==> src/rtl/simon_enc_ctrl.sv <==
`default_nettype none
// ============================================================================
// Module   : simon_enc_ctrl
// Purpose  : Iterative SIMON32/64 block encryptor, one round per clock, with
//            on-the-fly key schedule and IDLE/RUN/DONE handshake control.
//            Optional macro SIMON_KEY_REUSE_EN adds a key shadow register and
//            a reuse_key port so a previously loaded key can be re-applied.
// Revision : 1.0 - initial release
// ============================================================================
module simon_enc_ctrl #(
    parameter int ROUNDS = 32
) (
    input  logic        clk,
    input  logic        rst,
    input  logic        start,
    input  logic [63:0] key_in,
    input  logic [31:0] pt_in,
`ifdef SIMON_KEY_REUSE_EN
    input  logic        reuse_key,
`endif
    output logic        ready,
    output logic        busy,
    output logic        done,
    output logic [31:0] ct_out
);

    typedef enum logic [1:0] {
        S_IDLE = 2'd0,
        S_RUN  = 2'd1,
        S_DONE = 2'd2
    } state_t;

    // z0 sequence; element 0 is the leftmost bit of the published string
    localparam logic [0:61] c_z0 =
        62'b11111010001001010110000111001101111101000100101011000011100110;
    localparam logic [4:0]  c_rc_last = 5'(ROUNDS - 1);

    function automatic logic [15:0] rol1(input logic [15:0] v);
        return {v[14:0], v[15]};
    endfunction

    function automatic logic [15:0] rol2(input logic [15:0] v);
        return {v[13:0], v[15:14]};
    endfunction

    function automatic logic [15:0] rol8(input logic [15:0] v);
        return {v[7:0], v[15:8]};
    endfunction

    function automatic logic [15:0] ror1(input logic [15:0] v);
        return {v[0], v[15:1]};
    endfunction

    function automatic logic [15:0] ror3(input logic [15:0] v);
        return {v[2:0], v[15:3]};
    endfunction

    state_t      state_q, state_d;
    logic [15:0] x_q, x_d;
    logic [15:0] y_q, y_d;
    logic [15:0] kw0_q, kw0_d;
    logic [15:0] kw1_q, kw1_d;
    logic [15:0] kw2_q, kw2_d;
    logic [15:0] kw3_q, kw3_d;
    logic [4:0]  rc_q, rc_d;
    logic [31:0] ct_q, ct_d;

    logic [15:0] w_round_x;
    logic [15:0] w_t;
    logic [15:0] w_new;
    logic [63:0] w_key_src;

`ifdef SIMON_KEY_REUSE_EN
    logic [63:0] shadow_q, shadow_d;

    assign w_key_src = reuse_key ? shadow_q : key_in;
`else
    assign w_key_src = key_in;
`endif

    assign w_round_x = y_q ^ (rol1(x_q) & rol8(x_q)) ^ rol2(x_q) ^ kw0_q;
    assign w_t       = ror3(kw3_q) ^ kw1_q;
    assign w_new     = ~kw0_q ^ w_t ^ ror1(w_t) ^ 16'h0003
                     ^ {15'b0, c_z0[{1'b0, rc_q}]};

    always_comb begin
        state_d = state_q;
        x_d     = x_q;
        y_d     = y_q;
        kw0_d   = kw0_q;
        kw1_d   = kw1_q;
        kw2_d   = kw2_q;
        kw3_d   = kw3_q;
        rc_d    = rc_q;
        ct_d    = ct_q;
`ifdef SIMON_KEY_REUSE_EN
        shadow_d = shadow_q;
`endif
        case (state_q)
            S_IDLE: begin
                if (start) begin
                    state_d = S_RUN;
                    x_d     = pt_in[31:16];
                    y_d     = pt_in[15:0];
                    kw0_d   = w_key_src[15:0];
                    kw1_d   = w_key_src[31:16];
                    kw2_d   = w_key_src[47:32];
                    kw3_d   = w_key_src[63:48];
                    rc_d    = 5'd0;
`ifdef SIMON_KEY_REUSE_EN
                    if (!reuse_key) begin
                        shadow_d = key_in;
                    end
`endif
                end
            end
            S_RUN: begin
                x_d   = w_round_x;
                y_d   = x_q;
                kw0_d = kw1_q;
                kw1_d = kw2_q;
                kw2_d = kw3_q;
                kw3_d = w_new;
                rc_d  = rc_q + 5'd1;
                // ciphertext is captured from the final round's result, not the block register
                if (rc_q == c_rc_last) begin
                    state_d = S_DONE;
                    ct_d    = {w_round_x, x_q};
                end
            end
            S_DONE: begin
                state_d = S_IDLE;
            end
            default: begin
                state_d = S_IDLE;
            end
        endcase
    end

    always_ff @(posedge clk) begin
        if (rst) begin
            state_q <= S_IDLE;
            x_q     <= 16'd0;
            y_q     <= 16'd0;
            kw0_q   <= 16'd0;
            kw1_q   <= 16'd0;
            kw2_q   <= 16'd0;
            kw3_q   <= 16'd0;
            rc_q    <= 5'd0;
            ct_q    <= 32'd0;
        end else begin
            state_q <= state_d;
            x_q     <= x_d;
            y_q     <= y_d;
            kw0_q   <= kw0_d;
            kw1_q   <= kw1_d;
            kw2_q   <= kw2_d;
            kw3_q   <= kw3_d;
            rc_q    <= rc_d;
            ct_q    <= ct_d;
        end
    end

`ifdef SIMON_KEY_REUSE_EN
    always_ff @(posedge clk) begin
        if (rst) begin
            shadow_q <= 64'd0;
        end else begin
            shadow_q <= shadow_d;
        end
    end
`endif

    assign ready  = (state_q == S_IDLE);
    assign busy   = (state_q == S_RUN);
    assign done   = (state_q == S_DONE);
    assign ct_out = ct_q;

endmodule
`default_nettype wire

==> config.mk <==
export PLATFORM = sky130hd
export DESIGN_NAME = simon_enc_ctrl
export DESIGN_NICKNAME = d
export VERILOG_FILES = /design/src/rtl/simon_enc_ctrl.sv
export SDC_FILE = /design/constraint.sdc
export NUM_CORES = 1
export LEC_CHECK = 0
export BUFFER_PORTS_ARGS = -buffer_cell sky130_fd_sc_hd__clkbuf_2
export CAP_MARGIN = 25
export CORE_ASPECT_RATIO = 2
export CORE_UTILIZATION = 28
export DETAILED_ROUTE_END_ITERATION = 8
export GPL_TIMING_DRIVEN = 0
export PLACE_DENSITY_LB_ADDON = 0.2
export RECOVER_POWER = 25
export REMOVE_ABC_BUFFERS = 1
export SYNTH_ARGS = -nofsm -noshare
export SYNTH_HDL_FRONTEND = slang
export SYNTH_SLANG_ARGS = --single-unit
==> constraint.sdc <==
create_clock -name clk -period 1.77 [get_ports clk]
set_input_delay 0.0885 -clock clk [delete_from_list [all_inputs] [get_ports clk]]
set_output_delay 0.0885 -clock clk [all_outputs]
set_load 0.03 [all_outputs]
==> results.tsv <==
stage	metric	value	unit
run	maxCapViolations	0	
critical_path	crit_fanout	39	
clock_network	numCtsBuffers	17	
pwr	power_frac_seq	38.0	%
timing	slew_headroom	41.9	%
critical_path	cp-endpoint	busy	
cells_and_area	fillCellCount	2701	
cells_and_area	mostFrequentLayoutCell	nor2_1	
cells_and_area	multi_input_area	3990	um2
critical_path	reg2reg_to	ct_out[26]	
synth	syn_inst	861	
critical_path	cp.depth	4	
timing	fin_crit	1690	ps
synth	syn-mean-instance-area	8.15	um2
critical_path	critPathBufInv	3	
cells_and_area	fin_cells	1317	
global_routing	grt_pass1_vias	6388	
synth	ys_types	42	
hold_path	hold_start	pt_in[28]	
timing	whs	-6.41	ps
synth	async_reset_ff_share	0	%
timing	hold_violations	1	
place	place_congestion	0.721	
timing	grt_setup_unrepaired	false	
global_routing	grt_overflow	0	
clock_network	clock_path_buffers	2	
cells_and_area	drive_above_1_share	18.0	%
clock_network	cts_tree	built	
critical_path	required	1680	ps
critical_path	r2r_slack	140	ps
cells_and_area	diodes	0	
critical_path	critPathSlowestCell	dfxtp_4	
critical_path	critPathCaptureType	output pin	
clock_network	cts.sinks	135	
place	dpl.hpwl	15600	um
pwr	cellInternalPower	6.76	mW
timing	tightest_slew	872	ps
synth	synth_ff_type	dfxtp_1	
critical_path	critPathLaunchType	flip-flop	
synth	ys_seq_area_share	38.5	%
global_routing	grt_start_max_net_pins	124	
routing	vias	6356	
floorplan	start_util	28.6	%
routing	detail_route.first_pass.iterations	6	
synth	ys_ff_latch	135	
pwr	power-per-cell-area	1060	nW/um2
routing	drt_iter0_markers	225	
critical_path	r2r_start	rc_q[0]	
routing	wl_per_cell	18.6	um
clock_network	insertion_delay	440	ps
routing	viasPerCell	4.83	
floorplan	dieWidth	114	um
cells_and_area	register_area	2710	um2
critical_path	arrival	1600	ps
pwr	combPwrFrac	19.8	%
timing	finalSetupViolCount	0	
timing	max_freq	591	MHz
critical_path	crit_type	flip-flop to output pin	
floorplan	ios	134	
pwr	swShare	28.3	%
synth	yosys_warnings	0	
place	io_buffers	133	
routing	drc	0	
cells_and_area	layout.nets	1075	
critical_path	reg2reg_depth	7	
pwr	p_clk_share	42.2	%
place	placed_cells	1260	
floorplan	die_h	226	um
global_routing	grt_pass1_wl	37200	um
routing	routed_wl	24600	um
pwr	power.leakage	3.94	nW
cells_and_area	final_cell_mix	nor2_1 (238), dfxtp_1 (131), clkbuf_2 (98), nor3_1 (81), nand2_1 (62)	
status	violations	hold timing	
timing	fin_skew	8.01	ps
global_routing	grt.total_usage	19.6	%
timing	period_share	95.6	%
critical_path	max_stage_delay	360	ps
pwr	p_sw	2.67	mW
global_routing	antenna_found_initial	0	
status	status	complete, but fails checks	
routing	ant_nets	0	
pwr	ir_drop	656	uV
timing	tns	0	ps
timing	drv_slew	0	
clock_network	root_buffer	clkbuf_16	
pwr	total_power	9.43	mW
synth	netlist_area	7020	um2
synth	synth_edf_count	0	
floorplan	dieArea	25700	um2
hold_path	min_path_type	input port to flip-flop	
floorplan	num_rows	81	
clock_network	cts_max_level	4	
critical_path	critPathTopFamily	buffers and inverters	
critical_path	crit_chain	nand2b_4, buf_8, inv_16, buf_4	
critical_path	critical_path.startpoint	state_q[1]	
clock_network	clkTransAtPathRegs	60	ps
cells_and_area	syn2layout_area_growth	27.2	%
floorplan	core_area	24500	um2
-- cell usage after synthesis, drive strengths merged, types with 2 or more instances --
library cell	instances	area (um2)
a21oi	29	149
o221ai	10	87.6
dfxtp	135	2700
a22oi	2	15.0
clkbuf	29	129
nand2	63	236
buf	45	254
xnor2	26	243
o21ai	2	10.0
o22ai	4	25.0
inv	5	18.8
nor4	7	43.8
xor2	33	289
mux2	2	22.5
a2bb2oi	60	526
nor2	239	913
nand2b	2	12.5
nor3	82	410
nor3b	2	15.0
ha	4	50.1
a211oi	35	263
nor2b	16	100
xnor3	19	428
-- through the flow --
stage | utilization [%] | instance area [um2] | worst slack (ps)
global placement | 31.5 | 7710 | -5200
CTS | 36.3 | 8900 | -5.40
global route | 36.4 | 8930 | 12.8
floorplan | - | 6630 | -2260
detailed placement | 32.4 | 7940 | -1610
finish | 36.4 | 8930 | 78.7
-- flip-flops by register name, indices dropped and copies added, names as in the netlist --
signal   flops
ct_out      32
kw0_q       16
kw1_q       16
kw2_q       16
kw3_q       16
rc_q         5
state_q      2
x_q         16
y_q         16
-- worst min-delay path by stage --
stage / endpoint / cells after the start
after floorplan: kw3_q[14] / 1
after detailed placement: ct_out[3] / 2
after global placement: kw2_q[15] / 3
after global routing: x_q[3] / 3
after CTS: x_q[7] / 3
final: x_q[12] / 3
-- layout make-up --
type | count | share of cell area, %
clock inverters | 9 | 1.49
well taps | 332 | 4.65
multi-input cells | 649 | 44.7
repair buffers | 164 | 12.4
inverters | 5 | 0.420
flip-flops and latches | 135 | 30.4
clock buffers | 23 | 5.94
-- cells by family (layout without fill, tap and decap cells) --
kind of cell / count (synthesis) / in the layout / synth area share, %
AO/OA/AOI/OAI: 147 / 148 / 15.9
XOR/XNOR: 78 / 78 / 13.7
adder cells (fa/ha/maj): 4 / 4 / 0.713
buffers and inverters: 79 / 201 / 5.72
flip-flops: 135 / 135 / 38.5
multiplexers: 2 / 2 / 0.321
AND/OR/NAND/NOR: 416 / 417 / 25.1
-- tightest hold or removal path, cell delays in order --
cell and delay, ps:
clkbuf_2 90, nor3_1 50, nor4_1 140
-- layer usage --
metal	global-route usage, %	vias up	wire (um)
met2	37.0	103	13700
met5	0	-	0
met4	7.04	0	529
met1	21.1	3060	9670
li1	-	3168	-
met3	3.78	25	661
-- what timing repair did --
action	4_1_cts	5_1_grt
buffers inserted	10	1
pin swaps	4	2
hold endpoints to repair	22	0
setup endpoints to repair	119	41
gates resized for setup	18	7
hold buffers	11	0
cloned	1	2
-- power groups by stage --
| stage | Combinational, mW | Sequential [mW] | Clock, mW |
|---|---|---|---|
| floorplan | 1.27 | 3.53 | 0 |
| global placement | 1.74 | 3.69 | 0 |
| detailed placement | 1.79 | 3.66 | 0 |
| CTS | 1.87 | 3.58 | 4.06 |
| global route | 2.07 | 3.61 | 4.17 |
| finish | 1.87 | 3.58 | 3.98 |
No activity file was read; power rests on OpenSTA's default activity.
